===== src/rtl/lcd_spi_receiver_pkg.sv =====
// Shared definitions for the LCD serial panel receiver: command opcodes and
// decoder states.
package lcd_pkg;

   localparam logic [7:0] CMD_SLPIN   = 8'h10;
   localparam logic [7:0] CMD_SLPOUT  = 8'h11;
   localparam logic [7:0] CMD_DISPOFF = 8'h28;
   localparam logic [7:0] CMD_DISPON  = 8'h29;
   localparam logic [7:0] CMD_CASET   = 8'h2A;
   localparam logic [7:0] CMD_PASET   = 8'h2B;
   localparam logic [7:0] CMD_RAMWR   = 8'h2C;

   typedef enum logic [2:0] {
      IDLE,
      CASET,
      PASET,
      RAM_HI,
      RAM_LO
   } rx_state_t;

endpackage


===== src/rtl/lcd_spi_receiver_if.sv =====
// LCD link bundle: 4-wire serial input from the console driver plus the
// framebuffer write port and panel status produced by the receiver.
interface lcd_spi_receiver_if #(
   parameter int AW = 17
);
   logic          scl;
   logic          sda;
   logic          cs;
   logic          rs;
   logic          pix_we;
   logic [AW-1:0] pix_addr;
   logic [15:0]   pix_data;
   logic          frame_done;
   logic          cmd_valid;
   logic [7:0]    cmd_byte;
   logic          awake;
   logic          disp_on;

   modport master (
      output scl, sda, cs, rs,
      input  pix_we, pix_addr, pix_data, frame_done,
      input  cmd_valid, cmd_byte, awake, disp_on
   );

   modport slave (
      input  scl, sda, cs, rs,
      output pix_we, pix_addr, pix_data, frame_done,
      output cmd_valid, cmd_byte, awake, disp_on
   );
endinterface


===== src/rtl/lcd_spi_receiver_spi_byte_rx.sv =====
// Oversampled serial byte deserialiser: synchronises the link, detects scl
// rises and emits one strobe per completed 8-bit byte with its rs flag.
module spi_byte_rx (
   input  logic       clk,
   input  logic       reset,
   input  logic       scl,
   input  logic       sda,
   input  logic       cs,
   input  logic       rs,
   output logic       byte_strb,
   output logic [7:0] rx_byte,
   output logic       is_data
);

   logic [1:0] scl_sync, sda_sync, cs_sync, rs_sync;
   logic       scl_prev;
   logic       scl_rise;
   logic       armed;
   logic [2:0] bit_cnt;
   logic [6:0] shift;

   assign scl_rise = scl_sync[1] & ~scl_prev;

   always_ff @(posedge clk or posedge reset) begin
      if (reset) begin
         scl_sync <= '0;
         sda_sync <= '0;
         cs_sync  <= '0;
         rs_sync  <= '0;
         scl_prev <= 1'b0;
      end else begin
         scl_sync <= {scl_sync[0], scl};
         sda_sync <= {sda_sync[0], sda};
         cs_sync  <= {cs_sync[0], cs};
         rs_sync  <= {rs_sync[0], rs};
         scl_prev <= scl_sync[1];
      end
   end

   // Bits are only accepted after cs has been seen high, so a reset taken
   // mid-byte realigns on the next cs high->low instead of mid-stream.
   always_ff @(posedge clk or posedge reset) begin
      if (reset) begin
         armed     <= 1'b0;
         bit_cnt   <= '0;
         shift     <= '0;
         byte_strb <= 1'b0;
         rx_byte   <= '0;
         is_data   <= 1'b0;
      end else begin
         byte_strb <= 1'b0;
         if (cs_sync[1]) begin
            armed   <= 1'b1;
            bit_cnt <= '0;
         end else if (armed && scl_rise) begin
            shift <= {shift[5:0], sda_sync[1]};
            if (bit_cnt == 3'd7) begin
               bit_cnt   <= '0;
               byte_strb <= 1'b1;
               rx_byte   <= {shift, sda_sync[1]};
               is_data   <= rs_sync[1];
            end else begin
               bit_cnt <= bit_cnt + 3'd1;
            end
         end
      end
   end

endmodule


===== src/rtl/lcd_spi_receiver.sv =====
// Panel-side LCD link receiver: decodes the command subset, tracks the
// column/page window and turns RGB565 byte pairs into framebuffer writes.
module lcd_spi_receiver
   import lcd_pkg::*;
#(
   parameter int WIDTH  = 320,
   parameter int HEIGHT = 240,
   parameter int AW     = $clog2(WIDTH * HEIGHT)
) (
   input logic              clk,
   input logic              reset,
   lcd_spi_receiver_if.slave lcd
);

   localparam logic [15:0] W16 = 16'(WIDTH);
   localparam logic [15:0] H16 = 16'(HEIGHT);

   logic          byte_strb;
   logic [7:0]    rx_byte;
   logic          is_data;

   rx_state_t     state;
   logic [1:0]    pidx;
   logic [15:0]   param_start;
   logic [7:0]    param_end_hi;
   logic [15:0]   xs, xe, ys, ye, x, y;
   logic [7:0]    hi;
   logic [AW-1:0] addr_c;

   logic          pix_we, frame_done, cmd_valid, awake, disp_on;
   logic [AW-1:0] pix_addr;
   logic [15:0]   pix_data;
   logic [7:0]    cmd_byte;

   spi_byte_rx u_rx (
      .clk       (clk),
      .reset     (reset),
      .scl       (lcd.scl),
      .sda       (lcd.sda),
      .cs        (lcd.cs),
      .rs        (lcd.rs),
      .byte_strb (byte_strb),
      .rx_byte   (rx_byte),
      .is_data   (is_data)
   );

   // Out-of-range coordinates may alias here; such writes are suppressed.
   assign addr_c = AW'(y) * AW'(WIDTH) + AW'(x);

   always_ff @(posedge clk or posedge reset) begin
      if (reset) begin
         state        <= IDLE;
         pidx         <= '0;
         param_start  <= '0;
         param_end_hi <= '0;
         xs           <= '0;
         xe           <= W16 - 16'd1;
         ys           <= '0;
         ye           <= H16 - 16'd1;
         x            <= '0;
         y            <= '0;
         hi           <= '0;
         pix_we       <= 1'b0;
         pix_addr     <= '0;
         pix_data     <= '0;
         frame_done   <= 1'b0;
         cmd_valid    <= 1'b0;
         cmd_byte     <= '0;
         awake        <= 1'b0;
         disp_on      <= 1'b0;
      end else begin
         pix_we     <= 1'b0;
         frame_done <= 1'b0;
         cmd_valid  <= 1'b0;
         if (byte_strb && !is_data) begin
            cmd_valid <= 1'b1;
            cmd_byte  <= rx_byte;
            pidx      <= '0;
            state     <= IDLE;
            case (rx_byte)
               CMD_SLPOUT:  awake   <= 1'b1;
               CMD_SLPIN:   awake   <= 1'b0;
               CMD_DISPON:  disp_on <= 1'b1;
               CMD_DISPOFF: disp_on <= 1'b0;
               CMD_CASET:   state   <= CASET;
               CMD_PASET:   state   <= PASET;
               CMD_RAMWR: begin
                  x     <= xs;
                  y     <= ys;
                  state <= RAM_HI;
               end
               default: ;
            endcase
         end else if (byte_strb) begin
            case (state)
               CASET, PASET: begin
                  pidx <= pidx + 2'd1;
                  case (pidx)
                     2'd0: param_start[15:8] <= rx_byte;
                     2'd1: param_start[7:0]  <= rx_byte;
                     2'd2: param_end_hi      <= rx_byte;
                     default: begin
                        if (state == CASET) begin
                           xs <= param_start;
                           xe <= {param_end_hi, rx_byte};
                        end else begin
                           ys <= param_start;
                           ye <= {param_end_hi, rx_byte};
                        end
                        state <= IDLE;
                     end
                  endcase
               end
               RAM_HI: begin
                  hi    <= rx_byte;
                  state <= RAM_LO;
               end
               RAM_LO: begin
                  pix_we   <= (x < W16) && (y < H16);
                  pix_addr <= addr_c;
                  pix_data <= {hi, rx_byte};
                  if (x >= xe) begin
                     x <= xs;
                     if (y >= ye) begin
                        y          <= ys;
                        frame_done <= 1'b1;
                     end else begin
                        y <= y + 16'd1;
                     end
                  end else begin
                     x <= x + 16'd1;
                  end
                  state <= RAM_HI;
               end
               default: ;
            endcase
         end
      end
   end

   assign lcd.pix_we     = pix_we;
   assign lcd.pix_addr   = pix_addr;
   assign lcd.pix_data   = pix_data;
   assign lcd.frame_done = frame_done;
   assign lcd.cmd_valid  = cmd_valid;
   assign lcd.cmd_byte   = cmd_byte;
   assign lcd.awake      = awake;
   assign lcd.disp_on    = disp_on;

endmodule


===== src/flat_wrapper.sv =====
// flat-port wrapper written by rule: the top's interface ports become plain ports
module lcd_spi_receiver_flat import lcd_pkg::*;
#(
   parameter int WIDTH  = 320,
   parameter int HEIGHT = 240,
   parameter int AW     = $clog2(WIDTH * HEIGHT)
)
  (clk, reset, lcd_scl, lcd_sda, lcd_cs, lcd_rs, lcd_pix_we, lcd_pix_addr, lcd_pix_data, lcd_frame_done, lcd_cmd_valid, lcd_cmd_byte, lcd_awake, lcd_disp_on);
  lcd_spi_receiver_if #(.AW(AW)) lcd_i ();
  input logic clk;
  input logic reset;
  input wire logic [$bits(lcd_i.scl)-1:0] lcd_scl;
  input wire logic [$bits(lcd_i.sda)-1:0] lcd_sda;
  input wire logic [$bits(lcd_i.cs)-1:0] lcd_cs;
  input wire logic [$bits(lcd_i.rs)-1:0] lcd_rs;
  output wire logic [$bits(lcd_i.pix_we)-1:0] lcd_pix_we;
  output wire logic [$bits(lcd_i.pix_addr)-1:0] lcd_pix_addr;
  output wire logic [$bits(lcd_i.pix_data)-1:0] lcd_pix_data;
  output wire logic [$bits(lcd_i.frame_done)-1:0] lcd_frame_done;
  output wire logic [$bits(lcd_i.cmd_valid)-1:0] lcd_cmd_valid;
  output wire logic [$bits(lcd_i.cmd_byte)-1:0] lcd_cmd_byte;
  output wire logic [$bits(lcd_i.awake)-1:0] lcd_awake;
  output wire logic [$bits(lcd_i.disp_on)-1:0] lcd_disp_on;
  assign lcd_i.scl = lcd_scl;
  assign lcd_i.sda = lcd_sda;
  assign lcd_i.cs = lcd_cs;
  assign lcd_i.rs = lcd_rs;
  assign lcd_pix_we = lcd_i.pix_we;
  assign lcd_pix_addr = lcd_i.pix_addr;
  assign lcd_pix_data = lcd_i.pix_data;
  assign lcd_frame_done = lcd_i.frame_done;
  assign lcd_cmd_valid = lcd_i.cmd_valid;
  assign lcd_cmd_byte = lcd_i.cmd_byte;
  assign lcd_awake = lcd_i.awake;
  assign lcd_disp_on = lcd_i.disp_on;
  lcd_spi_receiver #(.WIDTH(WIDTH), .HEIGHT(HEIGHT), .AW(AW)) u_core (.clk(clk), .reset(reset), .lcd(lcd_i));
endmodule

===== config.mk =====
export PLATFORM = sky130hd
export DESIGN_NAME = lcd_spi_receiver_flat
export DESIGN_NICKNAME = d
export VERILOG_FILES = /design/src/rtl/lcd_spi_receiver_pkg.sv /design/src/rtl/lcd_spi_receiver_if.sv /design/src/rtl/lcd_spi_receiver_spi_byte_rx.sv /design/src/rtl/lcd_spi_receiver.sv /design/src/flat_wrapper.sv
export SDC_FILE = /design/constraint.sdc
export NUM_CORES = 1
export LEC_CHECK = 0
export ABC_CLOCK_PERIOD_IN_PS = 14200
export BUFFER_PORTS_ARGS = -buffer_cell sky130_fd_sc_hd__buf_2
export CELL_PAD_IN_SITES_DETAIL_PLACEMENT = 2
export CELL_PAD_IN_SITES_GLOBAL_PLACEMENT = 2
export CORE_MARGIN = 3
export CORE_UTILIZATION = 40
export CTS_CLUSTER_DIAMETER = 40
export DETAILED_ROUTE_END_ITERATION = 12
export PLACE_DENSITY_LB_ADDON = 0.1
export SETUP_SLACK_MARGIN = 0.02
export SYNTH_ARGS = -nofsm -noshare
export SYNTH_HDL_FRONTEND = slang
export SYNTH_SLANG_ARGS = --single-unit

===== constraint.sdc =====
create_clock -name clk -period 14.2 [get_ports clk]
set_clock_uncertainty 0.2 [all_clocks]
set_input_delay 2.13 -clock clk [delete_from_list [all_inputs] [get_ports clk]]
set_output_delay 2.13 -clock clk [all_outputs]
set_load 0.05 [all_outputs]

# Word-level counts from Yosys, hierarchy flattened
# Cells that the tools add are included.
[op_classes]
mux = 36
n_reduce_logical = 30
n_lt_le_gt_ge = 4
addsub = 5
bitwise_logic = 6
multipliers = 1
n_eq_ne = 16
[ops]
columns = ["cell", "count"]
rows = [
  ["$mux 16", 11],
  ["$eq 8x6->1 const B", 5],
  ["$add 16x1->16 const B", 2],
  ["$ge 16x16->1", 2],
  ["$mux 3", 6],
  ["$add 17x16->17", 1],
  ["$eq 8x5->1 const B", 2],
  ["$lt 16x8->1 const B", 1],
  ["$lt 16x9->1 const B", 1],
  ["$mul 16x3->11 const B", 1],
  ["$reduce_and 4->1", 4],
  ["$reduce_and 3->1", 5],
  ["$reduce_bool 2->1", 7],
  ["$mux 1", 12],
  ["$reduce_and 5->1", 2],
  ["$pmux 3 s3", 1],
  ["$reduce_and 2->1", 4],
  ["$eq 3x2->1 const B", 2],
  ["$eq 3x3->1 const B", 2],
  ["$mux 2", 3],
  ["$pmux 2 s3", 1],
  ["$not 1->1", 5],
  ["$pmux 1 s2", 2],
  ["$reduce_bool 4->1", 1],
  ["13 further kinds", 15],
]
[totals]
input_bits = 6
reg_bits = 209
word_cells = 129
output_inout_bits = 46

# Longest topological paths before layout
# Gate-level depths: netlist of run 1.
[depth]
word_depth = 6
ltp_mapped = 16
mapped_depth_nobuf = 15

# By module
# Synthesis of run 1 repeated with hierarchy kept, for this count alone.
[unflattened]
hier_cells = 936
hier_area_um2 = 10405.0
[modules_own_cells]
columns = ["module", "cells_each", "instances", "area_each_um2", "seq_area_each_um2"]
rows = [
  ["lcd_spi_receiver", 874, 1, 9307.7, 4496.8],
  ["spi_byte_rx", 62, 1, 1097.3, 750.7],
]

# Worst setup path after synthesis of run 1
# OpenSTA, ideal clock, no wires.
[synth_timing]
path_kind = "reg-to-reg"
startpoint = "register u_core.y[1]"
endpoint = "register u_core.pix_addr[16], in the netlist u_core.lcd.pix_addr[16]"
required_time_ns = 13.864
stages_incl_launch_ff = 16
setup_time_ns = 0.136
setup_slack_ns = 10.924
path_buffers = 1
arrival_ns = 2.939
period_less_slack_ns = 3.276
path_cell_list = "dfrtp_1 > ha_1 > ha_1 > inv_1 > fa_1 > nor2b_1 > o21ai_0 > a21boi_0 > nor2_1 > ha_1 > clkbuf_1 > and4_1 > a21oi_1 > o21ai_0 > xnor2_1 > o21ai_0"
[synth_via]
elab_chain_cells = 2
[synth_lines]
columns = ["item", "line_no", "source"]
rows = [
  ["start, declared", "lcd_spi_receiver.sv:26", "logic [15:0] xs, xe, ys, ye, x, y;"],
  ["start signal, assigned", "lcd_spi_receiver.sv:89", "y <= ys;"],
  ["start signal, assigned", "lcd_spi_receiver.sv:125", "y <= ys;"],
  ["start signal, assigned", "lcd_spi_receiver.sv:128", "y <= y + 16'd1;"],
  ["$mul 16x3->11", "lcd_spi_receiver.sv:48", "assign addr_c = AW'(y) * AW'(WIDTH) + AW'(x);"],
  ["$add 17x16->17", "lcd_spi_receiver.sv:48", ""],
  ["end signal, assigned", "lcd_spi_receiver.sv:120", "pix_addr <= addr_c;"],
  ["end, declared", "lcd_spi_receiver.sv:31", "logic [AW-1:0] pix_addr;"],
]
# No other way between the ends.
# A chain may end at the register's enable or synchronous reset.

# Final worst setup path of run 1
# Ends and elaborated chain as after synthesis.

==> results of run 1 <==
==> routing by layer <==
| metal | vias to the layer above | global-route usage [%] | part of all wire, % | routed length, um |
|---|---|---|---|---|
| met5 | - | 0 | 0 | 0 |
| met2 | 107 | 40.15 | 49 | 15630 |
| met4 | 0 | 5.308 | 1.8 | 570 |
| li1 | 3604 | - | - | - |
| met1 | 4103 | 30.44 | 45 | 14430 |
| met3 | 52 | 3.632 | 3.4 | 1092 |
==> placed cells by master, fill, tap and decap left out, types with 6 or more instances in the layout <==
master       n
dfrtp_1    195
nand2_1    165
mux2_2      80
o21ai_0     76
ha_1        65
inv_1       64
buf_2       51
nor2_1      42
clkbuf_16   39
a21oi_1     27
nand3_1     23
mux2i_1     23
nor3_1      18
nand4_1     16
dfstp_2     14
xnor2_1     11
nor4_1      10
o211ai_1    10
o2bb2ai_1    9
a211oi_1     9
buf_4        9
o21a_1       6
and3_1       6
clkinv_2     6
==> critical path: stages, from the launching register on <==
cell	delay, ps
dfrtp_1	510
ha_1	360
ha_1	160
inv_1	60
fa_1	430
nor2b_1	130
o21ai_0	130
a21boi_0	280
nor2_1	150
ha_1	420
a21oi_1	190
nand3_1	90
a21oi_1	250
o21ai_0	200
xnor2_1	180
o21ai_0	90
==> power by group through the flow <==
stage | registers [mW] | clock network, mW | logic, mW
final | 0.613 | 0.908 | 0.0228
after global routing | 0.614 | 0.954 | 0.0267
after CTS | 0.613 | 0.924 | 0.0242
after detailed placement | 0.623 | 0 | 0.0237
after global placement | 0.622 | 0 | 0.0231
after floorplan | 0.620 | 0 | 0.0171
==> cell type report <==
cell class,count,area (um^2),share of cell area [%]
tap,330,412.9,3.391
inverter,65,251.5,2.065
multi-input combinational,674,4659,38.27
clock inverter,23,257.7,2.117
clock buffer,44,1025,8.415
timing repair buffer,60,322.8,2.651
sequential,209,5248,43.09
==> path summary, 6_finish.rpt <==
path / start / end / cells past startpoint
setup / recovery: u_core.y[1] / u_core.lcd.pix_addr[16] / 15
hold / removal: u_core.u_rx.scl_sync[0] / u_core.u_rx.scl_sync[1] / 0
setup reg to reg: u_core.y[1] / u_core.lcd.pix_addr[16] / 15
hold reg to reg: u_core.u_rx.scl_sync[0] / u_core.u_rx.scl_sync[1] / 0
max in group asynchronous: reset / u_core.x[12] / 3
min in group asynchronous: reset / u_core.lcd.pix_addr[5] / 2
==> cells by family (layout without fill, tap and decap cells) <==
| kind of cell | count (synthesis) | after routing | synth area share [%] |
|---|---|---|---|
| XOR/XNOR | 14 | 14 | 1.190 |
| AND/OR/NAND/NOR | 311 | 311 | 13.61 |
| multiplexers | 103 | 103 | 10.98 |
| buffers and inverters | 109 | 192 | 4.044 |
| AO/OA/AOI/OAI | 179 | 179 | 10.95 |
| adder cells (fa/ha/maj) | 67 | 67 | 8.283 |
| flip-flops | 209 | 209 | 50.94 |
==> sequential cells by signal (all words and copies together) (netlist names), 8 cells and up <==
register / flops
u_core.param_end_hi: 8
u_core.xs: 16
u_core.lcd.pix_addr: 17
u_core.lcd.pix_data: 16
u_core.hi: 8
u_core.param_start: 16
u_core.y: 16
u_core.ys: 16
u_core.lcd.cmd_byte: 8
u_core.ye: 16
u_core.u_rx.rx_byte: 8
u_core.x: 16
u_core.xe: 16
==> metrics by stage <==
step / util, % / hold slack [ps]
after floorplan: - / 131.2
after global placement: 43.14 / 132.2
after detailed placement: 43.14 / 138.6
after CTS: 48.22 / 152.8
after global routing: 48.22 / 154.4
final: 48.22 / 148.9
==> impl_metrics.csv, run 1 <==
group,metric,value,unit
status,outcome,"finished clean",
yosys,synth_seq_cells,209,
global_routing,grt_pass1_wl,50.68,mm
clock_tree,cts_buffers,37,
finish,nFillCells,2598,
global_routing,overflow,0,
clock_tree,tritoncts,"built",
global_routing,grt_max_degree,104,
pwr,cellLeakagePower,5.816,nW
yosys,synth_common_cells,"dfrtp_1 (195), nand2_1 (165), mux2_2 (80)",
placement,portBuffers,51,
setup_path,cp.arrival,4130,ps
yosys,synth.area.top_cells,"dfrtp_1 (47%), mux2_2 (8.7%), ha_1 (7.9%)",
yosys,synth_area,10300,um^2
setup_path,cp-end-kind,"flop",
pwr,power_density,126.7,nW/um^2
timing,min_period_over_period,28.10,%
timing,finalWorstSetupSlack,10210,ps
yosys,avgSynthCellArea,10.39,um^2
setup_path,critPathLaunchType,"flop",
placement,hpwl,20.51,mm
route,final_antenna_net_count,0,
global_routing,grt_pass1_vias,8658,
timing,period_minus_slack,3990,ps
yosys,ys_seq_area_share,50.94,%
pwr,clkPwrFrac,58.8,%
finish,layout.cells.non_filler,1405,
finish,diodes,0,
yosys,ys_types,57,
pwr,vdd_drop_max,0.0001189,V
route,drc,0,
route,dr.pass1.iters,4,
finish,drive_gt1_share,21.49,%
pwr,power_frac_seq,39.7,%
clock_tree,clockRootBuffer,"clkbuf_16",
timing,max_clock_freq,250.6,MHz
timing,rsz0062_at_grt,"no",
die,dieArea,27720,um^2
pwr,net-switching-power,337.6,uW
placement,postPlaceCellArea,10890,um^2
timing,finalSetupViolations,0,
clock_tree,htree_levels,2,
pwr,p_comb_share,1.5,%
yosys,yosysTopAreaCellShare,47.36,%
yosys,synth_most_common_cell,"dfrtp_1",
global_routing,antenna_found_initial,0,
clock_tree,path_clk_slew,50,ps
clock_tree,postCtsSetupBuffers,0,
clock_tree,clk-insertion-delay-late,510,ps
global_routing,grtUsageTotal,23.04,%
placement,gp_congestion,0.7942,
clock_tree,post_cts_resized,0,
die,die_h,166.5,um
clock_tree,cts-hold-fix-buffers,0,
yosys,syn_nets,1065,
timing,tns,0,ps
pwr,sw_frac_of_total,21.88,%
yosys,synth_cells,992,
route,vias,7866,
die,num_io_pins,52,
yosys,yosysWarnings,0,
clock_tree,clockBufferDepth,3,
pwr,p_int,1.206,mW
die,rows,58,
setup_path,r2r_slack,10210,ps
finish,syn_to_final_growth,18.19,%
setup_path,critical_path_class,"flop to flop",
yosys,synthArstFlopShare,100.0,%
timing,slew_viol_final,0,
route,via_per_inst,5.599,
timing,max_slew_margin,24.53,%
setup_path,crit_required,14340,ps
placement,place_inst,1338,
clock_tree,cts_sinks,209,
die,die-width,166.5,um
worst_hold_path,hp-class,"flop to flop",
pwr,power,1.543,mW
route,drt-total-wl,31.72,mm
die,start_util,40.79,%
setup_path,critPathMaxFanout,8,
run,max_cap_viol_count,0,
die,coreArea,25250,um^2
finish,fin_nets,1120,
timing,hold_violations,0,
yosys,yosysTopAreaCell,"dfrtp_1",
yosys,synth_edf_count,0,
timing,worst_pin_slew,1132,ps
route,drt_iter0_drc,377,
finish,design_area,12180,um^2
placement,dp_slack,10300,ps
yosys,ys.flop_type,"dfrtp_1",
route,wl_per_cell,22.58,um
(Power assumes the default switching activity.)
==> run 2: changes to the inputs <==
--- a/config.mk
+++ b/config.mk
@@ -5,12 +5,13 @@
 export SDC_FILE = /design/constraint.sdc
 export NUM_CORES = 1
 export LEC_CHECK = 0
-export ABC_CLOCK_PERIOD_IN_PS = 14200
+export ABC_AREA = 1
+export ABC_CLOCK_PERIOD_IN_PS = 3980
 export BUFFER_PORTS_ARGS = -buffer_cell sky130_fd_sc_hd__buf_2
 export CELL_PAD_IN_SITES_DETAIL_PLACEMENT = 2
 export CELL_PAD_IN_SITES_GLOBAL_PLACEMENT = 2
 export CORE_MARGIN = 3
-export CORE_UTILIZATION = 40
+export CORE_UTILIZATION = 38
 export CTS_CLUSTER_DIAMETER = 40
 export DETAILED_ROUTE_END_ITERATION = 12
 export PLACE_DENSITY_LB_ADDON = 0.1
==> constraint.sdc (replaced) <==
create_clock -name clk -period 3.98 [get_ports clk]
set_clock_uncertainty 0.2 [all_clocks]
set_input_delay 0.597 -clock clk [delete_from_list [all_inputs] [get_ports clk]]
set_output_delay 0.597 -clock clk [all_outputs]
set_load 0.05 [all_outputs]
==> impl_metrics.csv, run 2 <==
group,metric,value,unit
setup_path,reg2regPathDepth,17,
die,start_util,38.71,%
global_routing,grt_max_degree,92,
timing,finalSetupViolations,0,
yosys,synth_cells,1319,
timing,rsz0062_at_grt,"no",
clock_tree,clockRootBuffer,"clkbuf_16",
yosys,yosysTopAreaCellShare,45.12,%
timing,period_minus_slack,3627,ps
global_routing,antenna_found_initial,1,
die,die-width,174.7,um
setup_path,crit-reg2reg-launch,"u_core.y[1]",
clock_tree,tritoncts,"built",
yosys,synth_area,10810,um^2
yosys,synth_edf_count,0,
clock_tree,htree_levels,2,
setup_path,cp.arrival,3830,ps
yosys,synth_common_cells,"nand2_1 (423), dfrtp_1 (195), inv_1 (152)",
clock_tree,postCtsSetupBuffers,0,
timing,worst_pin_slew,794.1,ps
yosys,synth.area.top_cells,"dfrtp_1 (45%), nand2_1 (15%), ha_1 (7.5%)",
pwr,power_density,459.4,nW/um^2
die,die_h,174.7,um
yosys,ys_types,46,
clock_tree,post_cts_resized,0,
timing,max_clock_freq,275.7,MHz
yosys,yosysWarnings,0,
route,via_per_inst,5.196,
global_routing,overflow,0,
timing,tns,0,ps
route,drc,0,
route,wl_per_cell,20.55,um
yosys,avgSynthCellArea,8.199,um^2
timing,holdWs,42.64,ps
clock_tree,cts-hold-fix-buffers,4,
setup_path,cp-end-kind,"flop",
placement,portBuffers,51,
run,max_cap_viol_count,0,
finish,final_cell_mix,"nand2_1 (423), dfrtp_1 (195), inv_1 (151)",
yosys,synth_seq_cells,209,
die,dieArea,30520,um^2
die,rows,61,
route,drt-total-wl,36.85,mm
finish,layout.cells.non_filler,1793,
setup_path,r2r_slack,350,ps
yosys,syn_nets,1392,
route,vias,9316,
clock_tree,cts_buffers,40,
route,dr.pass1.iters,4,
clock_tree,path_clk_slew,50,ps
setup_path,r2r-end,"u_core.lcd.pix_addr[16]",
finish,top_register,"u_core.lcd.pix_addr",
setup_path,critical_path_class,"flop to flop",
finish,nFillCells,3118,
yosys,ys.flop_type,"dfrtp_1",
finish,diodes,0,
setup_path,critPathMaxFanout,8,
yosys,synthArstFlopShare,100.0,%
status,outcome,"finished clean",
timing,slew_viol_final,0,
timing,hold_violations,0,
yosys,ys_seq_area_share,48.52,%
setup_path,critPathLaunchType,"flop",
finish,drive_gt1_share,12.72,%
finish,multiInputGateArea,4753,um^2
die,num_io_pins,52,
timing,min_period_over_period,91.13,%
route,final_antenna_net_count,0,
finish,final_common_cell,"nand2_1",
worst_hold_path,hp-class,"primary input to async pin",
global_routing,grt_pass1_vias,10560,
clock_tree,clk-insertion-delay-late,540,ps
finish,syn_to_final_growth,20.10,%
yosys,synth_most_common_cell,"nand2_1",
finish,seqCellArea,5248,um^2
route,drt_iter0_drc,504,
placement,postPlaceCellArea,11470,um^2
global_routing,grt_pass1_wl,59.74,mm
setup_path,crit_required,4180,ps
die,coreArea,27930,um^2
placement,place_inst,1716,
finish,fin_nets,1457,
pwr,power,5.967,mW
finish,largest_register_ff_count,17,
pwr,cellLeakagePower,6.275,nW
yosys,yosysTopAreaCell,"dfrtp_1",
timing,max_slew_margin,46.91,%
placement,hpwl,24.49,mm
clock_tree,cts_sinks,209,
finish,design_area,12990,um^2
global_routing,grtUsageTotal,24.60,%
placement,gp_congestion,0.8017,
pwr,vdd_drop_max,0.0005013,V
clock_tree,clockBufferDepth,3,
==> run 2: cell count changes after synthesis, sizes merged, moves of 9 or more <==
| cell | delta |
|---|---|
| nand2 | +261 |
| inv | +93 |
| mux2 | -79 |
| o21ai | +78 |
| nand4 | +31 |
| nand3 | +27 |
| mux2i | -21 |
| nor2 | +20 |
| o211ai | -12 |
| buf | +10 |
| nor3 | -9 |
| o2bb2ai | -9 |
==> run 2: cell families after synthesis <==
group | after synthesis | synth area share [%]
compound gates | 196 | 9.534
xor+xnor | 28 | 2.268
fa+ha+maj | 67 | 7.891
buf+inv | 206 | 7.567
flops | 209 | 48.52
mux | 3 | 0.2893
simple gates | 610 | 23.93
==> run 2: power by group <==
group          switching [mW]  leakage, nW  internal (mW)  total [mW]
combinational          0.0587         2.71         0.0174      0.0761
clock                    1.23        0.728           2.49        3.72
sequential             0.0164         2.84           2.15        2.17
total                    1.30         6.28           4.66        5.97
==> run 2: area by class of cell <==
class	count	area share (%)
Tap cell	378	3.642
Sequential cell	209	40.40
Clock buffer	45	8.324
Inverter	159	4.644
Clock inverter	28	3.054
Timing Repair Buffer	70	3.333
Multi-Input combinational cell	904	36.60
==> run 2: layer usage <==
layer	up-vias	track usage, %	part of all wire [%]	routed length [um]
met1	4723	31.83	45	16560
met5	-	0	0	0
met3	58	4.020	3.6	1320
met4	0	7.480	2.8	1043
li1	4395	-	-	-
met2	140	42.43	49	17920
==> run 2: worst max path at each step <==
stage                     depth (start not counted)        start  slack [ps]                       to
after floorplan                                   1        reset         480             u_core.hi[0]
after global placement                           17  u_core.y[1]         590  u_core.lcd.pix_addr[16]
after detailed placement                         17  u_core.y[1]         450  u_core.lcd.pix_addr[16]
after CTS                                        17  u_core.y[1]         350  u_core.lcd.pix_addr[16]
after global routing                             17  u_core.y[1]          80  u_core.lcd.pix_addr[16]
final                                            17  u_core.y[1]         350  u_core.lcd.pix_addr[16]
==> run 2: critical path, cell delays in order, from the launching register on <==
cell     delay [ps]
dfrtp_1         480
ha_1            330
ha_1            170
inv_1            60
fa_1            400
o21ai_0         310
nand2_1         110
nand2_1         100
a21oi_1          80
xnor2_1         130
ha_1            350
inv_1            90
nor3_1          250
nand3_1         100
nand3_1         130
nand3_1          80
nand3_1          90
nand2_1          70
==> run 2: through the flow <==
step,worst slack [ps],util [%]
floorplan,480.2,-
global placement,588.2,41.06
detailed placement,449.0,41.06
CTS,346.1,46.49
global route,80.10,46.49
finish,353.1,46.49
